[config.mk]
export PLATFORM = sky130hd
export DESIGN_NAME = rom_loader
export DESIGN_NICKNAME = d
export VERILOG_FILES = /design/src/rtl/rom_loader.sv
export SDC_FILE = /design/constraint.sdc
export NUM_CORES = 1
export LEC_CHECK = 0
export ABC_AREA = 1
export CAP_MARGIN = 15
export CORE_MARGIN = 5
export CORE_UTILIZATION = 61
export DETAILED_ROUTE_END_ITERATION = 16
export GPL_TIMING_DRIVEN = 1
export PLACE_DENSITY_LB_ADDON = 0.2
export SETUP_SLACK_MARGIN = 0.3
export SYNTH_ARGS = -nofsm -noshare
export SYNTH_HDL_FRONTEND = slang
export SYNTH_SLANG_ARGS = --single-unit
[constraint.sdc]
create_clock -name i_clk -period 9.25 [get_ports i_clk]
set_input_delay 0.925 -clock i_clk [delete_from_list [all_inputs] [get_ports i_clk]]
set_output_delay 0.925 -clock i_clk [all_outputs]
set_load 0.1 [all_outputs]
[src/rtl/rom_loader.sv]
// UART (8N1) boot loader: writes a length-prefixed big-endian word image into ROM and holds the core in reset until done.
// Latency: o_we rises 1 cycle after the 4th byte's stop sample; no backpressure, since the serial line cannot be stalled.
module rom_loader #(
   parameter int CLKS_PER_BIT = 16,
   parameter int MAX_WORDS    = 1024
) (
   input  logic        i_clk,
   input  logic        i_rst,
   input  logic        i_rx,
   output logic        o_we,
   output logic [31:0] o_addr,
   output logic [31:0] o_data,
   output logic        o_cpu_rst,
   output logic        o_busy,
   output logic        o_err
);

   localparam int TW = $clog2(CLKS_PER_BIT) + 1;
   localparam logic [TW-1:0] HALF_M1 = TW'(CLKS_PER_BIT / 2 - 1);
   localparam logic [TW-1:0] FULL_M1 = TW'(CLKS_PER_BIT - 1);
   localparam logic [31:0]   MAX_W32 = MAX_WORDS;

   typedef enum logic [1:0] {RX_IDLE, RX_START, RX_DATA, RX_STOP} rx_state_t;
   typedef enum logic [1:0] {LEN_HI, LEN_LO, LOAD, DONE} ld_state_t;

   logic          rx_meta;
   logic          rx_s;
   rx_state_t     rx_state;
   logic [TW-1:0] timer;
   logic [2:0]    bit_cnt;
   logic [7:0]    shreg;
   logic          byte_valid;
   logic          frame_err;

   ld_state_t     ld_state;
   logic [7:0]    len_hi;
   logic [15:0]   len;
   logic [23:0]   word;
   logic [1:0]    byte_cnt;
   logic [15:0]   word_idx;
   logic          last_word;
   logic [15:0]   len_next;

   assign len_next = {len_hi, shreg};

   always_ff @(posedge i_clk or posedge i_rst) begin
      if (i_rst) begin
         rx_meta <= 1'b1;
         rx_s    <= 1'b1;
      end else begin
         rx_meta <= i_rx;
         rx_s    <= rx_meta;
      end
   end

   // Start bit is checked at its midpoint; every later sample lands one full bit on.
   always_ff @(posedge i_clk or posedge i_rst) begin
      if (i_rst) begin
         rx_state   <= RX_IDLE;
         timer      <= '0;
         bit_cnt    <= '0;
         shreg      <= '0;
         byte_valid <= 1'b0;
         frame_err  <= 1'b0;
      end else begin
         byte_valid <= 1'b0;
         frame_err  <= 1'b0;
         case (rx_state)
            RX_IDLE: begin
               if (!rx_s) begin
                  rx_state <= RX_START;
                  timer    <= '0;
               end
            end
            RX_START: begin
               if (timer == HALF_M1) begin
                  timer   <= '0;
                  bit_cnt <= '0;
                  rx_state <= rx_s ? RX_IDLE : RX_DATA;
               end else begin
                  timer <= timer + TW'(1);
               end
            end
            RX_DATA: begin
               if (timer == FULL_M1) begin
                  timer   <= '0;
                  shreg   <= {rx_s, shreg[7:1]};
                  bit_cnt <= bit_cnt + 3'd1;
                  if (bit_cnt == 3'd7)
                     rx_state <= RX_STOP;
               end else begin
                  timer <= timer + TW'(1);
               end
            end
            RX_STOP: begin
               if (timer == FULL_M1) begin
                  timer    <= '0;
                  rx_state <= RX_IDLE;
                  if (rx_s)
                     byte_valid <= 1'b1;
                  else
                     frame_err  <= 1'b1;
               end else begin
                  timer <= timer + TW'(1);
               end
            end
            default: rx_state <= RX_IDLE;
         endcase
      end
   end

   always_ff @(posedge i_clk or posedge i_rst) begin
      if (i_rst) begin
         ld_state  <= LEN_HI;
         len_hi    <= '0;
         len       <= '0;
         word      <= '0;
         byte_cnt  <= '0;
         word_idx  <= '0;
         last_word <= 1'b0;
         o_we      <= 1'b0;
         o_addr    <= '0;
         o_data    <= '0;
         o_cpu_rst <= 1'b1;
         o_busy    <= 1'b1;
         o_err     <= 1'b0;
      end else begin
         o_we <= 1'b0;
         if (frame_err)
            o_err <= 1'b1;
         case (ld_state)
            LEN_HI: begin
               if (byte_valid) begin
                  len_hi   <= shreg;
                  ld_state <= LEN_LO;
               end
            end
            LEN_LO: begin
               if (byte_valid) begin
                  len       <= len_next;
                  byte_cnt  <= '0;
                  word_idx  <= '0;
                  last_word <= 1'b0;
                  if (len_next == 16'd0) begin
                     ld_state  <= DONE;
                     o_cpu_rst <= 1'b0;
                     o_busy    <= 1'b0;
                  end else if ({16'd0, len_next} > MAX_W32) begin
                     o_err    <= 1'b1;
                     ld_state <= LEN_HI;
                  end else begin
                     ld_state <= LOAD;
                  end
               end
            end
            LOAD: begin
               // last_word is only set alongside o_we, so DONE follows the final strobe by one cycle.
               if (last_word) begin
                  ld_state  <= DONE;
                  o_cpu_rst <= 1'b0;
                  o_busy    <= 1'b0;
               end else if (byte_valid) begin
                  word     <= {word[15:0], shreg};
                  byte_cnt <= byte_cnt + 2'd1;
                  if (byte_cnt == 2'd3) begin
                     o_we      <= 1'b1;
                     o_data    <= {word, shreg};
                     o_addr    <= {14'd0, word_idx, 2'b00};
                     word_idx  <= word_idx + 16'd1;
                     last_word <= (word_idx == len - 16'd1);
                  end
               end
            end
            DONE: begin
               o_cpu_rst <= 1'b0;
               o_busy    <= 1'b0;
            end
            default: ld_state <= LEN_HI;
         endcase
      end
   end

endmodule

* Word level (Yosys, flattened, before mapping)
Index checks and enable logic that the tools add are counted.
** Operators by class
- Add/subtract/negate cells :: 5
- Multipliers :: 0
- Divide/modulo/power cells :: 0
- Magnitude comparators :: 1
- Eq/ne operators :: 23
- Shift operators :: 0
- Multiplexer cells :: 53
- Bitwise logic cells :: 1
- Reduce and logical (&&, ||, !) cells :: 20
** Operators with widths (count)
- 16-bit 2-to-1 mux :: 4
- 16-bit one-hot mux with 2 select lines :: 1
- 2-bit 2-to-1 mux :: 14
- 2-bit inequality test (second input constant) :: 12
- 1-bit 2-to-1 mux :: 22
- 16-bit by 1-bit adder with 16-bit output (second input constant) :: 1
- 16-bit == test :: 1
- 16-bit by 11-bit > comparator with 1-bit output (second input constant) :: 1
- 16-bit zero test :: 1
- 4-bit AND reduction :: 4
- 16-bit by 1-bit subtractor with 16-bit output (second input constant) :: 1
- 5-bit 2-to-1 mux :: 3
- 5-bit one-hot mux with 3 select lines :: 1
- 2-bit == test (second input constant) :: 5
- 5-bit AND reduction :: 2
- 2-bit one-hot mux with 4 select lines :: 1
- 2-bit AND reduction :: 4
- 3-bit 2-to-1 mux :: 2
- 2-bit one-hot mux with 3 select lines :: 1
- 3-bit one-hot mux with 2 select lines :: 1
- 3-bit AND reduction :: 2
- 3-bit nonzero test :: 2
- 5-bit by 1-bit adder with 5-bit output (second input constant) :: 1
- 5-bit by 3-bit == test with 1-bit output (second input constant) :: 1
- other kinds (12) :: 15
** Word-level totals
- Bits in registers :: 142
- Latch bits :: 0
- RAM bits :: 0
- ROM bits :: 0
- Output and inout bits :: 68
- Word-level logic and storage cells :: 123
- Memories kept :: 0

* Depth between registers and ports, before layout
Gate-level depths: netlist of the first run.
- Depth after elaboration :: 6
- Depth in mapped cells :: 13
- Mapped depth without buffers :: 13

* Worst setup path after synthesis of the first run
No wires, ideal clock.
- Kind :: reg2out
- Start point :: register, netlist name o_busy
- End point :: output port o_cpu_rst
- Data arrival time :: 1.223 ns
- Setup slack :: 7.102 ns
- Cell stages (with the launch flop) :: 2
- Path buffers :: 1
- Path through :: dfstp_2 -> buf_4
** RTL lines
- end, declared :: line 13 : output logic o_cpu_rst,

* Worst setup path after layout of the first run
- Start point :: register o_busy
- End point :: output port o_busy
** RTL lines
- start, declared :: line 14 : output logic o_busy,
- start signal, assigned :: line 125 : o_busy <= 1'b1;
- start signal, assigned :: line 147 : o_busy <= 1'b0;
- start signal, assigned :: line 161 : o_busy <= 1'b0;
No word-level cell between the ends.

==> results by group, run 1 <==
Clock tree
  – Root buf cell: clkbuf_8
  – H-Tree Depth: 4
  – Worst-Skew Late Latency: between 0.5 and 0.6 ns
  – Post-CTS sizing: 0
  – Hold buffer count at cts: 0
  – CTS tree: built
  – CTS max path bufs: 2
  – Clk slew on worst S/H paths: 0.06 ns
  – Number of buffers created by CTS: 17
  – Clock Sinks: roughly 140
  – Post-CTS setup buffers: 0

Power
  – Leakage dissipation: ~3.7 nW
  – Net Sw Frac: 0.263
  – Comb power frac: 0.114
  – Seq pwr share: 0.433
  – Worst vdd ir: around 0.15 mV
  – Clock Power Share: 0.453
  – P_sw: 0.000400 W
  – PwrDens: just under 200 nW/um^2
  – Internal Power: between 0.001 and 0.0015 W

STA
  – Hold Fails Final Rpt: 0
  – Final Cycle Share: 0.336
  – Min Tclk post-route: 3.11 ns
  – RSZ-0062 raised after global routing: no
  – Max-slew violation count: 0
  – Min Hold Slack: between 0.3 and 0.4 ns
  – Post-route setup slack: around 6 ns
  – Worst slew pin tran: between 0.9 and 1 ns
  – Final setup TNS: 0 ns
  – Clock Skews: approximately 0.010 ns
  – Setup-failing EPs final: 0
  – Max transition margin: 0.338
  – Fmax: around 320 MHz

Placement
  – Setup WS pre-CTS: 6.40 ns
  – Dpl hpwl: around 10000 um
  – Placed Instances: about 960
  – Number of port buffers: 54
  – Routability cong.: ~0.87

Logic synthesis
  – Syn. warnings: 0
  – Combinational family with the most area after synthesis: simple AND/OR/NAND/NOR gates
  – Post-Synth XOR/XNOR Area: 0.0173
  – Count of state elements after synthesis: around 140
  – Avg Inst Size Synth: between 8 and 9 um^2
  – Seq/Total Area, Yosys: 0.540
  – Post-synthesis mux area share: 0
  – Adder-Cell Fraction of Synth Area: 0.0228
  – Mapped Cells: between 700 and 800
  – Synth unique cells: 40
  – Synth Area in Simple Gates: 0.215
  – Compound-Gate Fraction of Synth Area: 0.114
  – Post-Syn Area: around 6600 um^2

Floorplanning
  – IO Pins: 71
  – Die area: 13000 um^2
  – Die H: around 110 um
  – Core ar.: between 10000 and 15000 um^2
  – Num rows: 38
  – Initial core utilization: 0.616
  – Die width: about 110 um

Final layout
  – NumNets Final: 856
  – FILL cells: ~790
  – Commonest non-fill, non-tap cells in the layout: nand2_1, dfrtp_1, o21ai_0, inv_1, nor2_1
  – Layout area overhead: 18.2%
  – Layout Cells excl Fill: just under 1000
  – FF+latch area: 3560 um^2
  – N_diodes: 0
  – Commonest non-fill, non-tap cell in the layout: nand2_1
  – Ratio of cells with drive above 1 in the final layout: 0.0598
  – Multi-input gate area: roughly 2500 um^2

Route
  – Post-Route WL: about 15000 um
  – DR DRC count: 0
  – Via Count: approximately 5300
  – Wirelength per Cell: 15.1 um
  – Via density: around 5.4
  – Detailed router's first-iteration violation count: between 300 and 400
  – DRT Pass-1 Iters: 6
  – Detail Route Antenna Nets: 0

GRT
  – Total GRT Usage: 0.247
  – First-pass GRT wire length: between 20000 and 30000 um
  – Total gr overflow: 0
  – Largest net degree at the start of global routing: 94
  – Initial antenna violation count: 0
  – Vias in the first global route: roughly 5500

Setup path
  – Required time worst endpoint: ~8.3 ns
  – Worst EP arrival: between 2 and 2.5 ns
  – Worst Path Buf+Inv: 1
  – Worst Path Max Fanout: 3
  – Delay-heaviest family, CP: buffers and inverters
  – RR Endpoint: word_idx[3]
  – Critical path class: reg -> out
  – Worst R2R Path Depth: 7
  – Critical path capture point type: output pin
  – R2r setup slk: approximately 6.5 ns
  – Crit start category: flip-flop
  – Critical Path, Cell by Cell: clkdlybuf4s50_1
  – R2R Path Start: ld_state[1]
  – Largest stage delay, worst path: about 1.1 ns
  – Crit path from: o_busy
  – Crit path max-delay cell type: clkdlybuf4s50_1

Min path
  – Worst hold path type: reg -> reg
  – Hold Path End: rx_s
  – Worst Min Path Start: rx_meta
  – Hold depth: 0

Outcome
  – Status: complete, no violations

Run
  – Max cap viols: 0
-- power groups by stage --
stage          Sequential (W)  Combinational (W)  Clock, W
2_1_floorplan        0.000662           0.000152         0
3_3_place_gp         0.000668           0.000165         0
3_5_place_dp         0.000670           0.000172         0
4_1_cts              0.000659           0.000175  0.000694
5_1_grt              0.000662           0.000193  0.000728
6_report             0.000660           0.000174  0.000690
-- Yosys cell counts (all sizes together) --
master | n | share of area
nand2 | 219 | 0.13
dfrtp | 139 | 0.53
o21ai | 121 | 0.092
inv | 100 | 0.057
nor2 | 64 | 0.039
nand3 | 22 | 0.017
clkbuf | 21 | 0.012
buf | 18 | 0.020
nor3 | 15 | 0.015
a21oi | 13 | 0.0099
ha | 12 | 0.023
xnor2 | 8 | 0.011
nand4 | 7 | 0.0066
xor2 | 5 | 0.0066
dfstp | 3 | 0.012
o22ai | 3 | 0.0028
clkinv | 2 | 0.0011
nand3b | 2 | 0.0023
nor3b | 2 | 0.0030
nor4 | 2 | 0.0019
o21a | 2 | 0.0023
a21boi | 1 | 0.0011
a22oi | 1 | 0.0011
a311oi | 1 | 0.0013
and2 | 1 | 0.00095
conb | 1 | 0.00057
o211ai | 1 | 0.0011
o21bai | 1 | 0.0011
o311ai | 1 | 0.0013
or2 | 1 | 0.00095
-- layout make-up --
type,count,area share
clock inverters,9,0.0172
flip-flops and latches,142,0.457
multi-input cells,521,0.321
well taps,140,0.0225
clock buffers,22,0.0607
inverters,102,0.0501
repair buffers,57,0.0723
-- metal layers --
layer,up-vias,routed length (um),global-route usage
li1,2573,-,-
met1,2578,6170,0.312
met2,141,7730,0.419
met3,39,680,0.0440
met4,0,430,0.108
met5,-,0,0
-- kinds of logic (layout without fill, tap and decap cells) --
kind of cell	count (synthesis)	in the layout
simple gates	335	335
compound gates	145	145
flops	142	142
buf+inv	141	190
xor+xnor	13	13
fa+ha+maj	12	12
other cells	1	16
-- registers in the layout, summed over array words and instances (netlist names), 2 cells and up, named ones only --
| signal | count |
|---|---|
| ld_state | 2 |
| bit_cnt | 3 |
| word_idx | 16 |
| len | 16 |
| timer | 5 |
| len_hi | 8 |
| byte_cnt | 2 |
| o_addr | 16 |
| shreg | 8 |
| word | 24 |
| o_data | 32 |
-- per-stage QoR --
step           cell area, um^2  total power [W]   util
2_1_floorplan             6650         0.000814      -
3_3_place_gp              7180         0.000833  0.671
3_5_place_dp              7180         0.000842  0.671
4_1_cts                   7790          0.00153  0.728
5_1_grt                   7790          0.00158  0.728
6_report                  7790          0.00152  0.728
-- worst max path at each step --
| stage | slack, ns | cells past startpoint | to |
|---|---|---|---|
| after floorplan | 4.52 | 1 | async pin |
| after global placement | 6.46 | 3 | timer[4] |
| after detailed placement | 6.40 | 3 | timer[2] |
| after CTS | 6.12 | 1 | o_busy |
| after global routing | 6.10 | 1 | o_busy |
| final | 6.14 | 1 | o_busy |
(Power assumes the default switching activity.)
==> inputs of run 2 (changes only) <==
- CORE_UTILIZATION: 61 -> 51
- clock period: 9.25 -> 2.7 ns (I/O delays scaled with it)
==> run 2 against run 1 <==
Compared with the run above:
- combinational power increased to 3.4 times the previous value
- largest power group unchanged
- final cell count increased by 3.8%
- global-route usage decreased by 4.4 points
==> results by group, run 2 (synthesized netlist as in run 1, its figures left out) <==
Route
  – DRT Pass-1 Iters: 5 (was 6)
  – Post-Route WL: 14500 um (was 15000 um)
  – Wirelength per Cell: 14.0 um (was 15.1 um)
  – DR DRC count: 0 (unchanged)
  – Detail Route Antenna Nets: 0 (unchanged)
  – Via Count: 5264 (was 5331)
  – Via density: 5.11 (was 5.37)
  – Detailed router's first-iteration violation count: 411 (was 317)

Floorplanning
  – Num rows: 41 (was 38)
  – Die H: 124 um (was 114 um)
  – Initial core utilization: 0.520 (was 0.616)
  – Die width: 124 um (was 114 um)
  – Die area: 15300 um^2 (was 13000 um^2)
  – Core ar.: 12700 um^2 (was 10700 um^2)
  – IO Pins: 71 (unchanged)

Placement
  – Placed Instances: 999 (was 962)
  – Number of port buffers: 54 (unchanged)
  – Routability cong.: 0.922 (was 0.867)
  – Dpl hpwl: 10300 um (was 10400 um)

Setup path
  – Critical path capture point type: flip-flop (was output pin)
  – Critical path class: reg -> reg (was reg -> out)
  – Required time worst endpoint: 3.05 ns (was 8.33 ns)
  – Worst EP arrival: 2.42 ns (was 2.18 ns)
  – Worst Path Max Fanout: 8 (was 3)
  – Crit start category: flip-flop (unchanged)

Clock tree
  – Root buf cell: clkbuf_16 (was clkbuf_8)
  – Clk slew on worst S/H paths: 0.06 ns (about the same)
  – CTS max path bufs: 2 (unchanged)
  – CTS tree: built (unchanged)
  – Post-CTS setup buffers: 0 (unchanged)
  – Hold buffer count at cts: 0 (unchanged)
  – Clock Sinks: 142 (unchanged)
  – Post-CTS sizing: 0 (unchanged)
  – Number of buffers created by CTS: 17 (unchanged)
  – H-Tree Depth: 4 (unchanged)
  – Worst-Skew Late Latency: 0.43 ns (was 0.52 ns)

STA
  – Fmax: between 400 and 500 MHz
  – Final Cycle Share: 0.765
  – Setup-failing EPs final: 0 (unchanged)
  – Min Tclk post-route: ~2.1 ns
  – Min Hold Slack: 0.248 ns (was 0.364 ns)
  – Final setup TNS: 0 ns (unchanged)
  – RSZ-0062 raised after global routing: no (unchanged)
  – Clock Skews: 0.00947 ns (was 0.0103 ns)
  – Max-slew violation count: 0 (unchanged)
  – Hold Fails Final Rpt: 0 (unchanged)

Final layout
  – N_diodes: 0 (unchanged)
  – Ratio of cells with drive above 1 in the final layout: 0.125 (was 0.0598)
  – Leading registers by flop count: o_data x32, word x24 (unchanged)
  – Layout area overhead: 17.9% (was 18.2%)
  – Commonest non-fill, non-tap cell in the layout: nand2_1 (unchanged)
  – Largest Register: o_data (unchanged)
  – Layout Cells excl Fill: 1031 (was 993)
  – NumNets Final: 861 (was 856)
  – Commonest non-fill, non-tap cells in the layout: nand2_1, dfrtp_1, o21ai_0, inv_1, nor2_1 (unchanged)
  – Max reg flops: 32 (unchanged)

GRT
  – Vias in the first global route: 5111 (was 5525)
  – Total gr overflow: 0 (unchanged)
  – Largest net degree at the start of global routing: 77 (was 94)
  – Total GRT Usage: 0.204 (was 0.247)
  – Initial antenna violation count: 0 (unchanged)
  – First-pass GRT wire length: 24100 um (was 25700 um)

Run
  – Max cap viols: 0 (unchanged)

Min path
  – Worst hold path type: in -> reg (was reg -> reg)

Power
  – Leakage dissipation: 3.89 nW (was 3.74 nW)
  – Worst vdd ir: 0.602 mV (was 0.147 mV)
  – PwrDens: 685 nW/um^2 (was 196 nW/um^2)

Outcome
  – Status: complete, no violations (unchanged)
run 2: changes by cell type in the layout (fill, tap and decap cells not counted), moves of 2 or more:
| cell | previous run | this run |
|---|---|---|
| clkbuf_1 | 1 | 3 |
| clkdlybuf4s50_1 | 54 | 2 |
| clkinvlp_4 | 4 | 2 |
| buf_4 | 3 | 58 |
| clkbuf_8 | 5 | 0 |
| buf_12 | 0 | 2 |
run 2: critical path, stage by stage (launching register included):
cell     delay [ns]
dfrtp_1        0.40
inv_1          0.11
ha_1           0.35
nand2_4        0.13
nor2_8         0.13
inv_2          0.06
nand2_2        0.07
nand2_4        0.07
inv_4          0.11
nand3_1        0.13
nor2_1         0.17
o21ai_0        0.11
a21oi_1        0.14
run 2: report_power, final:
| group | internal (W) | switching [W] | total (W) |
|---|---|---|---|
| logic | 0.000164 | 0.000436 | 0.000599 |
| clock network | 0.00156 | 0.000914 | 0.00247 |
| registers | 0.00219 | 0.0000693 | 0.00226 |
run 2: layer usage:
metal	global-route usage	vias to the layer above	part of all wire
met5	0	-	0
met4	0.0844	0	0.020
met3	0.0495	23	0.054
met2	0.327	143	0.49
met1	0.265	2515	0.44
li1	-	2583	-
run 2: layout make-up:
cell class	instances	area [um^2]
fill	1119	4900
sequential	142	3560
multi-input combinational	521	2500
timing repair buffer	62	495
clock buffer	20	437
inverter	102	389
tap	172	215
clock inverter	12	184
run 2: metrics by stage:
stage / util / instance area (um^2) / setup slack, ns / power [W]
final: 0.614 / 7770 / 0.635 / 0.00533
after global routing: 0.614 / 7770 / 0.430 / 0.00554
after CTS: 0.614 / 7770 / 0.654 / 0.00536
after detailed placement: 0.565 / 7150 / 0.669 / 0.00289
after global placement: 0.565 / 7150 / 0.814 / 0.00286
after floorplan: - / 6650 / 0.655 / 0.00279
run 2: worst paths after layout:
check	from	endpoint	slack, ns	cells past startpoint
max reg2reg	ld_state[0]	word_idx[4]	0.64	12
max	ld_state[0]	word_idx[4]	0.64	12
min in group asynchronous	i_rst	word[13]	0.31	3
max in group asynchronous	i_rst	o_busy	2.00	3
min	i_rx	rx_meta	0.25	1
min reg2reg	rx_meta	rx_s	0.36	0
==> inputs of run 3 (changes only) <==
- CORE_UTILIZATION: 51 -> 57
- clock period: 2.7 -> 2.1 ns (I/O delays scaled with it)
==> run 3 against run 2 <==
Compared with the run above:
- design area increased by 2.7%
- combinational power is 61% higher
- utilization rose by 8.9 points
- total power rose by 26%
- die area shrank 9.7%
- setup slack worse by 0.37 ns
- via count grew 2.9%
- wire length grew 4.6%
- clock-buffer cell count is 4 higher
- final cell count decreased by 1.2%
- sequential power up 28%
- non-clock buffer count is 17 higher
==> results by group, run 3 (synthesized netlist as in run 1, its figures left out) <==
STA
  – RSZ-0062 raised after global routing: yes (was no)
  – Post-route setup slack: 0.264 ns (was 0.635 ns)
  – Clock Skews: 0.0105 ns (was 0.00947 ns)
  – Fmax: 545 MHz (was 484 MHz)
  – Max transition margin: 0.556
  – Setup-failing EPs final: 0 (unchanged)
  – Max-slew violation count: 0 (unchanged)
  – Min Tclk post-route: 1.84 ns (was 2.06 ns)
  – Hold Fails Final Rpt: 0 (unchanged)
  – Final Cycle Share: 0.874 (was 0.765)
  – Final setup TNS: 0 ns (unchanged)
  – Worst slew pin tran: approximately 0.67 ns

Final layout
  – Final Util: 0.703 (was 0.614)
  – NumNets Final: 878 (was 861)
  – Layout area overhead: 21.2% (was 17.9%)
  – Max reg flops: 32 (unchanged)
  – Leading registers by flop count: o_data x32, word x24 (unchanged)
  – N_diodes: 0 (unchanged)
  – Commonest non-fill, non-tap cell in the layout: nand2_1 (unchanged)
  – FILL cells: 867 (was 1119)
  – Layout Cells excl Fill: 1019 (was 1031)
  – Largest Register: o_data (unchanged)
  – Commonest non-fill, non-tap cells in the layout: nand2_1, dfrtp_1, o21ai_0, inv_1, buf_4 (was nand2_1, dfrtp_1, o21ai_0, inv_1, nor2_1)
  – Ratio of cells with drive above 1 in the final layout: 0.172 (was 0.125)

Route
  – Post-Route WL: 15100 um (was 14500 um)
  – Via density: 5.31 (was 5.11)
  – DR DRC count: 0 (unchanged)
  – Detail Route Antenna Nets: 0 (unchanged)
  – Via Count: 5415 (was 5264)
  – Wirelength per Cell: 14.9 um (was 14.0 um)
  – Detailed router's first-iteration violation count: 315 (was 411)
  – DRT Pass-1 Iters: 5 (unchanged)

Outcome
  – Status: complete, no violations (unchanged)

GRT
  – Total GRT Usage: 0.222 (was 0.204)
  – Vias in the first global route: 5430 (was 5111)
  – Largest net degree at the start of global routing: 94 (was 77)
  – Total gr overflow: 0 (unchanged)
  – Initial antenna violation count: 0 (unchanged)
  – First-pass GRT wire length: 25300 um (was 24100 um)

Clock tree
  – Clock Sinks: 142 (unchanged)
  – Number of buffers created by CTS: 17 (unchanged)
  – CTS max path bufs: 2 (unchanged)
  – H-Tree Depth: 4 (unchanged)
  – Root buf cell: clkbuf_16 (unchanged)
  – CTS tree: built (unchanged)
  – Worst-Skew Late Latency: 0.42 ns (was 0.43 ns)
  – Clk slew on worst S/H paths: 0.06 ns (about the same)

Floorplanning
  – Num rows: 39 (was 41)
  – Die H: 118 um (was 124 um)
  – Die area: 13800 um^2 (was 15300 um^2)
  – Core ar.: 11400 um^2 (was 12700 um^2)
  – Initial core utilization: 0.580 (was 0.520)
  – IO Pins: 71 (unchanged)
  – Die width: 118 um (was 124 um)

Power
  – Leakage dissipation: 4.02 nW (was 3.89 nW)
  – Worst vdd ir: 1.03 mV (was 0.602 mV)
  – Pwr Total: 0.00674 W (was 0.00533 W)
  – PwrDens: 844 nW/um^2 (was 685 nW/um^2)

Placement
  – Routability cong.: 0.867 (was 0.922)
  – Setup WS pre-CTS: 0.152 ns (was 0.669 ns)
  – Number of port buffers: 54 (unchanged)
  – Dpl hpwl: 10400 um (was 10300 um)
  – Placed Instances: 972 (was 999)

Setup path
  – Cell repeated most along the worst path: nand2_1 (was nand2_4)
  – Crit start category: flip-flop (unchanged)
  – Required time worst endpoint: 2.44 ns (was 3.05 ns)
  – Worst Path Buf+Inv: 2 (was 3)
  – Critical path capture point type: flip-flop (unchanged)
  – Largest stage delay, worst path: 0.43 ns (was 0.40 ns)
  – Worst Path Max Fanout: 4 (was 8)
  – Crit path max-delay cell type: dfrtp_1 (unchanged)
  – Worst EP arrival: 2.18 ns (was 2.42 ns)
  – Critical path class: reg -> reg (unchanged)
  – Delay-heaviest family, CP: simple AND/OR/NAND/NOR gates (unchanged)
  – Critical Path, Cell by Cell: ha_4 -> buf_4 -> inv_2 -> nand2_1 -> nand2_2 -> nand2_4 -> nor3_4 -> nand3_2 -> o21ai_2 -> nand2_1 -> nor2_1 (was inv_1 -> ha_1 -> nand2_4 -> nor2_8 -> inv_2 -> nand2_2 -> nand2_4 -> inv_4 -> nand3_1 -> nor2_1 -> o21ai_0 -> a21oi_1)

Min path
  – Worst hold path type: in -> reg (unchanged)

Run
  – Max cap viols: 0 (unchanged)
-- run 3: area by class of cell --
class | count | area, um^2 | area share
sequential | 142 | 3560 | 0.446
multi-input combinational | 521 | 2610 | 0.326
timing repair buffer | 79 | 677 | 0.0847
clock buffer | 24 | 492 | 0.0616
inverter | 102 | 394 | 0.0493
tap | 143 | 179 | 0.0224
clock inverter | 8 | 78.8 | 0.00987
-- run 3: final timing paths --
| kind | end | startpoint | slack (ns) | depth (start not counted) |
|---|---|---|---|---|
| max | word_idx[12] | ld_state[1] | 0.26 | 11 |
| min | rx_meta | i_rx | 0.20 | 1 |
| max reg2reg | word_idx[12] | ld_state[1] | 0.26 | 11 |
| min reg2reg | rx_s | rx_meta | 0.36 | 0 |
| max in group asynchronous | o_data[26] | i_rst | 1.24 | 3 |
| min in group asynchronous | o_addr[10] | i_rst | 0.24 | 2 |
-- run 3: power breakdown --
| group | internal, W | switching (W) |
|---|---|---|
| logic | 0.000333 | 0.000633 |
| clock network | 0.00176 | 0.00111 |
| registers | 0.00281 | 0.0000869 |
| total | 0.00490 | 0.00183 |
-- run 3: per-stage QoR --
| stage | cell area (um^2) | hold slack, ns |
|---|---|---|
| 2_1_floorplan | 6660 | 0.214 |
| 3_3_place_gp | 7190 | 0.348 |
| 3_5_place_dp | 7190 | 0.352 |
| 4_1_cts | 7790 | 0.188 |
| 5_1_grt | 7990 | 0.180 |
| 6_report | 7990 | 0.200 |
-- run 3: repair_timing --
item,in CTS,in global routing
hold buffers,0,0
buffers inserted,1,14
resized for setup,7,31
setup endpoints to repair,16,26
pin swaps,1,13
-- run 3: routing by layer --
layer | part of all wire | GRT usage | vias to the layer above
met3 | 0.039 | 0.0485 | 31
met4 | 0.025 | 0.0918 | 0
li1 | - | - | 2620
met5 | 0 | 0 | -
met1 | 0.43 | 0.279 | 2628
met2 | 0.51 | 0.371 | 136
